<file path="src/rtl/sr_flag_pkg.sv">
// Shared command encodings and the rotating-priority search used by the flag arbiter.
// Requester counts up to MAXREQ are supported by the search helper.
package sr_flag_pkg;

  localparam logic [1:0] CMD_HOLD = 2'b00;
  localparam logic [1:0] CMD_CLR  = 2'b01;
  localparam logic [1:0] CMD_SET  = 2'b10;
  localparam logic [1:0] CMD_INV  = 2'b11;

  localparam int MAXREQ = 16;

  // First set bit of req[0..n-1] searching upward from ptr with wrap; -1 if none.
  // Iterates downward so the closest-to-ptr candidate is assigned last and wins.
  function automatic int rr_search(input logic [MAXREQ-1:0] req, input int ptr, input int n);
    int sel;
    int idx;
    sel = -1;
    for (int i = MAXREQ - 1; i >= 0; i--) begin
      if (i < n) begin
        idx = ptr + i;
        if (idx >= n) idx = idx - n;
        if (req[idx]) sel = idx;
      end
    end
    return sel;
  endfunction

endpackage

</file>
<file path="src/rtl/rr_arbiter.sv">
// Round-robin arbiter: one-hot grant searched from rr_ptr with wrap, zero-latency grant.
// Grant is held off entirely while reset is asserted; rr_ptr moves past the winner only when advance.
module rr_arbiter
  import sr_flag_pkg::*;
#(
  parameter int NREQ = 4,
  localparam int RIDW = $clog2(NREQ)
) (
  input  logic            clk,
  input  logic            reset,
  input  logic [NREQ-1:0] req,
  input  logic            advance,
  output logic [NREQ-1:0] gnt,
  output logic [RIDW-1:0] gnt_id
);

  logic [RIDW-1:0] rr_ptr;
  int              sel;

  always_comb begin
    sel    = rr_search(MAXREQ'(req), int'(rr_ptr), NREQ);
    gnt    = '0;
    gnt_id = '0;
    if (reset && sel >= 0) begin
      gnt_id      = RIDW'(sel);
      gnt[gnt_id] = 1'b1;
    end
  end

  always_ff @(posedge clk) begin
    if (!reset) begin
      rr_ptr <= '0;
    end else if (advance) begin
      rr_ptr <= (int'(gnt_id) == NREQ - 1) ? '0 : gnt_id + RIDW'(1);
    end
  end

endmodule

</file>
<file path="src/rtl/sr_flag_arbiter.sv">
// Bank of set/reset flags written by NREQ requesters under round-robin arbitration.
// Flag update lands one cycle after valid&ready; requesters not granted simply wait (req_ready low).
module sr_flag_arbiter
  import sr_flag_pkg::*;
#(
  parameter int NREQ  = 4,
  parameter int NFLAG = 8,
  localparam int IDXW = $clog2(NFLAG),
  localparam int RIDW = $clog2(NREQ)
) (
  input  logic                 clk,
  input  logic                 reset,
  input  logic [NREQ-1:0]      req_valid,
  output logic [NREQ-1:0]      req_ready,
  input  logic [NREQ*IDXW-1:0] req_idx,
  input  logic [NREQ-1:0]      req_s,
  input  logic [NREQ-1:0]      req_r,
  input  logic                 err_clr,
  output logic [NFLAG-1:0]     q,
  output logic [NFLAG-1:0]     qbar,
  output logic                 err,
  output logic [RIDW-1:0]      err_src,
  output logic [IDXW-1:0]      err_idx
);

  logic [RIDW-1:0] gid;
  logic            acc;
  logic [IDXW-1:0] cidx;
  logic [1:0]      cmd;
  logic            in_range;

  // Grant is only ever given to a valid requester, so any grant is an acceptance.
  assign acc = |req_ready;

  rr_arbiter #(.NREQ(NREQ)) u_arb (
    .clk     (clk),
    .reset   (reset),
    .req     (req_valid),
    .advance (acc),
    .gnt     (req_ready),
    .gnt_id  (gid)
  );

  always_comb begin
    cidx     = req_idx[gid*IDXW +: IDXW];
    cmd      = {req_s[gid], req_r[gid]};
    in_range = (int'(cidx) < NFLAG);
  end

  always_ff @(posedge clk) begin
    if (!reset) begin
      q <= '0;
    end else if (acc && in_range) begin
      case (cmd)
        CMD_SET: q[cidx] <= 1'b1;
        CMD_CLR: q[cidx] <= 1'b0;
        default: ;
      endcase
    end
  end

  assign qbar = ~q;

  // A new invalid command takes priority over err_clr in the same cycle.
  always_ff @(posedge clk) begin
    if (!reset) begin
      err     <= 1'b0;
      err_src <= '0;
      err_idx <= '0;
    end else if (acc && in_range && cmd == CMD_INV) begin
      err     <= 1'b1;
      err_src <= gid;
      err_idx <= cidx;
    end else if (err_clr) begin
      err <= 1'b0;
    end
  end

endmodule

</file>
<file path="config.mk">
export PLATFORM = sky130hd
export DESIGN_NAME = sr_flag_arbiter
export DESIGN_NICKNAME = d
export VERILOG_FILES = /design/src/rtl/sr_flag_pkg.sv /design/src/rtl/rr_arbiter.sv /design/src/rtl/sr_flag_arbiter.sv
export SDC_FILE = /design/constraint.sdc
export NUM_CORES = 1
export LEC_CHECK = 0
export BUFFER_PORTS_ARGS = -buffer_cell sky130_fd_sc_hd__buf_2
export CAP_MARGIN = 5
export CORE_MARGIN = 5
export CORE_UTILIZATION = 35
export CTS_CLUSTER_DIAMETER = 120
export CTS_CLUSTER_SIZE = 10
export DETAILED_ROUTE_END_ITERATION = 6
export SETUP_SLACK_MARGIN = 0.1
export SYNTH_ARGS = -nofsm -noshare
export SYNTH_HDL_FRONTEND = slang
export SYNTH_HIERARCHICAL = 1
export SYNTH_SLANG_ARGS = --single-unit
</file>
<file path="constraint.sdc">
create_clock -name clk -period 3.5 [get_ports clk]
set_input_delay 0.175 -clock clk [delete_from_list [all_inputs] [get_ports clk]]
set_output_delay 0.175 -clock clk [all_outputs]
set_load 0.02 [all_outputs]
</file>
# Yosys cells after proc, flatten, opt, wreduce, memory -nomap -nowiden
# Index checks and enable logic that the tools add are counted.
# op_classes
n_addsub	8
multipliers	1
order_cmp	14
n_eq_ne	4
shifts	1
mux	34
bitwise	4
n_reduce_logical	8
# ops
op	count
$mux 32	8
$lt 32x6->1 const B	4
$ge 32x4->1 const B	3
$sub 32x4->32 const B	3
$ge 32x1->1 const B	1
$bmux 1 s4	4
$not 8->8	2
$pmux 8 s2	1
$mux 1	14
$shiftx 12x5->3	1
$and 8x8->8	1
$or 8x8->8	1
$add 2x2->3 const B	2
$lt 2x3->1 const B	2
$bmux 1 s2	2
$eq 2x1->1 const B	2
$eq 2x2->1 const B	2
$logic_and 1x1->1	4
$lt 3x4->1 const B	1
$mul 2x2->4 const B	1
$mux 2	2
$mux 4	1
$reduce_bool 2->1	2
$reduce_or 4->1	1
other kinds (9)	9
# word_totals
reg_bits	16
in_bits	27
output_inout_bits	26
word_cells	79

# Logic depth before layout (Yosys ltp)
# depth
ltp_word	22
ltp_mapped	15
mapped_depth_nobuf	14

# Modules after synthesis
# Netlist, hierarchy kept.
# by_module_without_submodules
mod	instances	cells_each	area_per_inst_um2	seq_area_each_um2
sr_flag_arbiter	1	77	790.8	280.3
rr_arbiter	1	51	447.9	40.0

# Worst setup path before layout
# OpenSTA, ideal clock, no wires.
# synth_path
path_type	flip-flop to flip-flop
startpoint	register u_arb.rr_ptr[0]
endpoint	register (tool-made name)
setup_ns	0.072
arrival_time_ns	3.622
t_required_ns	3.428
setup_slack_ns	-0.194
stages_incl_launch_ff	15
n_path_buf	2
synth_period_minus_slack_ns	3.694
cell_sequence	dfxtp_1 buf_6 inv_1 ha_1 or2_2 a2bb2oi_1 o211a_1 a21boi_1 nor2b_1 buf_6 mux4_1 ha_1 nand3b_2 nor3b_1 mux2i_1
# synth_lines
item	line	source
start, declared	rr_arbiter.sv:17	logic [RIDW-1:0] rr_ptr;
start signal, assigned	rr_arbiter.sv:34	rr_ptr <= (int'(gnt_id) == NREQ - 1) ? '0 : gnt_id + RIDW'(1);

==> reports/results.ini <==
[setup_path]
cp.arrival_ns=3.45
path_class=register to register
cp-end-kind=register
crit_path_start_kind=register
crit_fanout=6
crit_required_ns=3.72

[clock_network]
cts_hold_buf=0
clk_latency_ns=0.29
cts_made_buffers=3
cts_max_level=1
cts_sinks=16
cts_root_buf=clkbuf_4
clkTransAtPathRegs_ns=0.10
cts_buffer_depth=2
cts_tree=done

[yosys]
synth_top_area_share_pct=25.9
synth.largest_area_cell=dfxtp_1
yosys_most_used_dff=dfxtp_1
synth_nets=162
syn_area_um2=1240
async_reset_ff_share_pct=0
synth_edf_count=0
synthCells=128
synth.yosys.warnings=6
synth_area_leaders=dfxtp_1 (26%), mux4_2 (9.1%), mux2i_1 (8.9%)
ys_seq_elements=16
avgSynthCellArea_um2=9.68
yosys.cell_types.count=47
yosysSeqAreaShare_pct=25.9

[timing]
finalSetupViolations=0
finalSetupTns_ns=0
fmax_ghz=0.310
hold_viol_final=0
period_needed_ns=3.22
holdWs_ns=0.154
report.final.slew_viol_count=0
fin_worst_skew_ns=0.00206
tightest_slew_ns=0.496
relSlewSlack_pct=66.7
fin_crit_sh_pct=92.1
rsz0062_at_grt=no

[grt]
first_global_vias=1125
globalRouteTotalUtil_pct=13.1
grt_max_degree=19
antenna_found_initial=0
grt_pass1_wl_mm=5.25
overflow=0

[detailed_routing]
finalWirelength_mm=3.09
viasPerCell=5.03
dr_total_vias=1168
ant_nets=0
drt_iter0_drc=44
drcViolationCount=0
wl_per_cell_um=13.3
first_pass_iters=5

[floorplanning]
coreArea_um2=3390
fp-row-count=21
start_util_pct=36.5
die_width_um=69.5
dieArea_um2=4830
die_y_um=69.5
ioPinCount=53

[cells_and_area]
final_nets=221
antenna_cells=0
area_delta_synth_final_pct=35.5
final_core_util_pct=49.5
regArea_um2=320
drive_above_1_share_pct=48.4
n_fill_cell=332
multi_input_area_um2=906

[pwr]
peakVddDrop_v=0.000338
p_leak_nw=0.778
powerDensity_nw_per_um2=729
total_power_mw=1.22

[hold_path]
min_path_type=input port to register

[placed_design]
portBuffers=52
dp_hpwl_mm=2.52
globalplace.congestion=0.795

[run_status]
status=completed

[job]
cap_violations=0

-- kinds of logic after synthesis --
kind of cell	share of synthesized area [%]
simple gates	20.8
flops	25.9
buf+inv	6.67
xor+xnor	0.707
mux	24.3
compound gates	14.5
fa+ha+maj	7.07
-- layout by cell type (no fill, tap or decap), drive strengths merged, types with 5 or more instances in the layout --
cell     n
buf     58
inv     14
a21boi   5
nand2   14
nand3    5
mux2i   11
ha       7
mux4     7
dfxtp   16
-- final timing paths --
check	startpoint	endpoint	slack, ns	cells after the start
worst max-delay path	u_arb/rr_ptr[0]	register	0.28	13
worst min-delay path	err_clr	err	0.15	3
worst max register to register	u_arb/rr_ptr[0]	register	0.28	13
worst min register to register	err_src[0]	err_src[0]	0.47	2
-- stage by stage --
stage,cell area [um2],cells,setup WS [ns]
after floorplan,1290,128,0.146
after global placement,1600,226,0.232
after detailed placement,1600,226,0.219
after CTS,1640,230,0.180
after global routing,1680,232,0.128
final,1680,232,0.276
-- power by group --
part	total [mW]	switching, mW	internal (mW)
clock network	0.124	0.0605	0.0634
registers	0.237	0.0191	0.218
logic	0.861	0.491	0.371
total	1.22	0.570	0.652
-- routing by layer --
metal	track usage (%)	wire length (um)	up-vias
met3	4.06	231	2
li1	-	-	579
met4	1.95	20	0
met2	20.6	1430	43
met1	17.9	1410	544
met5	0	0	-
-- worst max-delay path: stages (launching register included) --
cell and delay [ns]:
dfxtp_1 0.34, inv_1 0.12, ha_4 0.32, mux4_2 0.30, and2_4 0.19, a21oi_4 0.13, a21oi_4 0.10, nor2b_4 0.19
mux4_2 0.55, inv_2 0.10, ha_4 0.21, nand3b_4 0.20, nor3b_2 0.22, mux2i_1 0.20
-- layout make-up --
cell class / instances / share of cell area (%)
multi-input cells: 94 / 54.0
flip-flops and latches: 16 / 19.1
repair buffers: 58 / 18.2
well taps: 46 / 3.43
inverters: 14 / 3.13
clock buffers: 4 / 2.16
-- synth_stat cells (2+ instances only) --
| library cell | n |
|---|---|
| mux2i_1 | 11 |
| mux4_1 | 2 |
| nand3_1 | 5 |
| ha_1 | 7 |
| nand3b_1 | 2 |
| nor2b_1 | 4 |
| nand2_1 | 13 |
| nand2b_1 | 4 |
| mux4_2 | 5 |
| a21oi_1 | 2 |
| inv_1 | 14 |
| buf_6 | 2 |
| nor2_1 | 4 |
| a21boi_0 | 4 |
| dfxtp_1 | 16 |
| nor3b_1 | 2 |
-- timing repair --
action,4_1_cts,5_1_grt
buffers inserted,0,2
hold endpoints to repair,0,0
endpoints found under the setup margin,0,11
resized for setup,0,5
(Power assumes the default switching activity.)
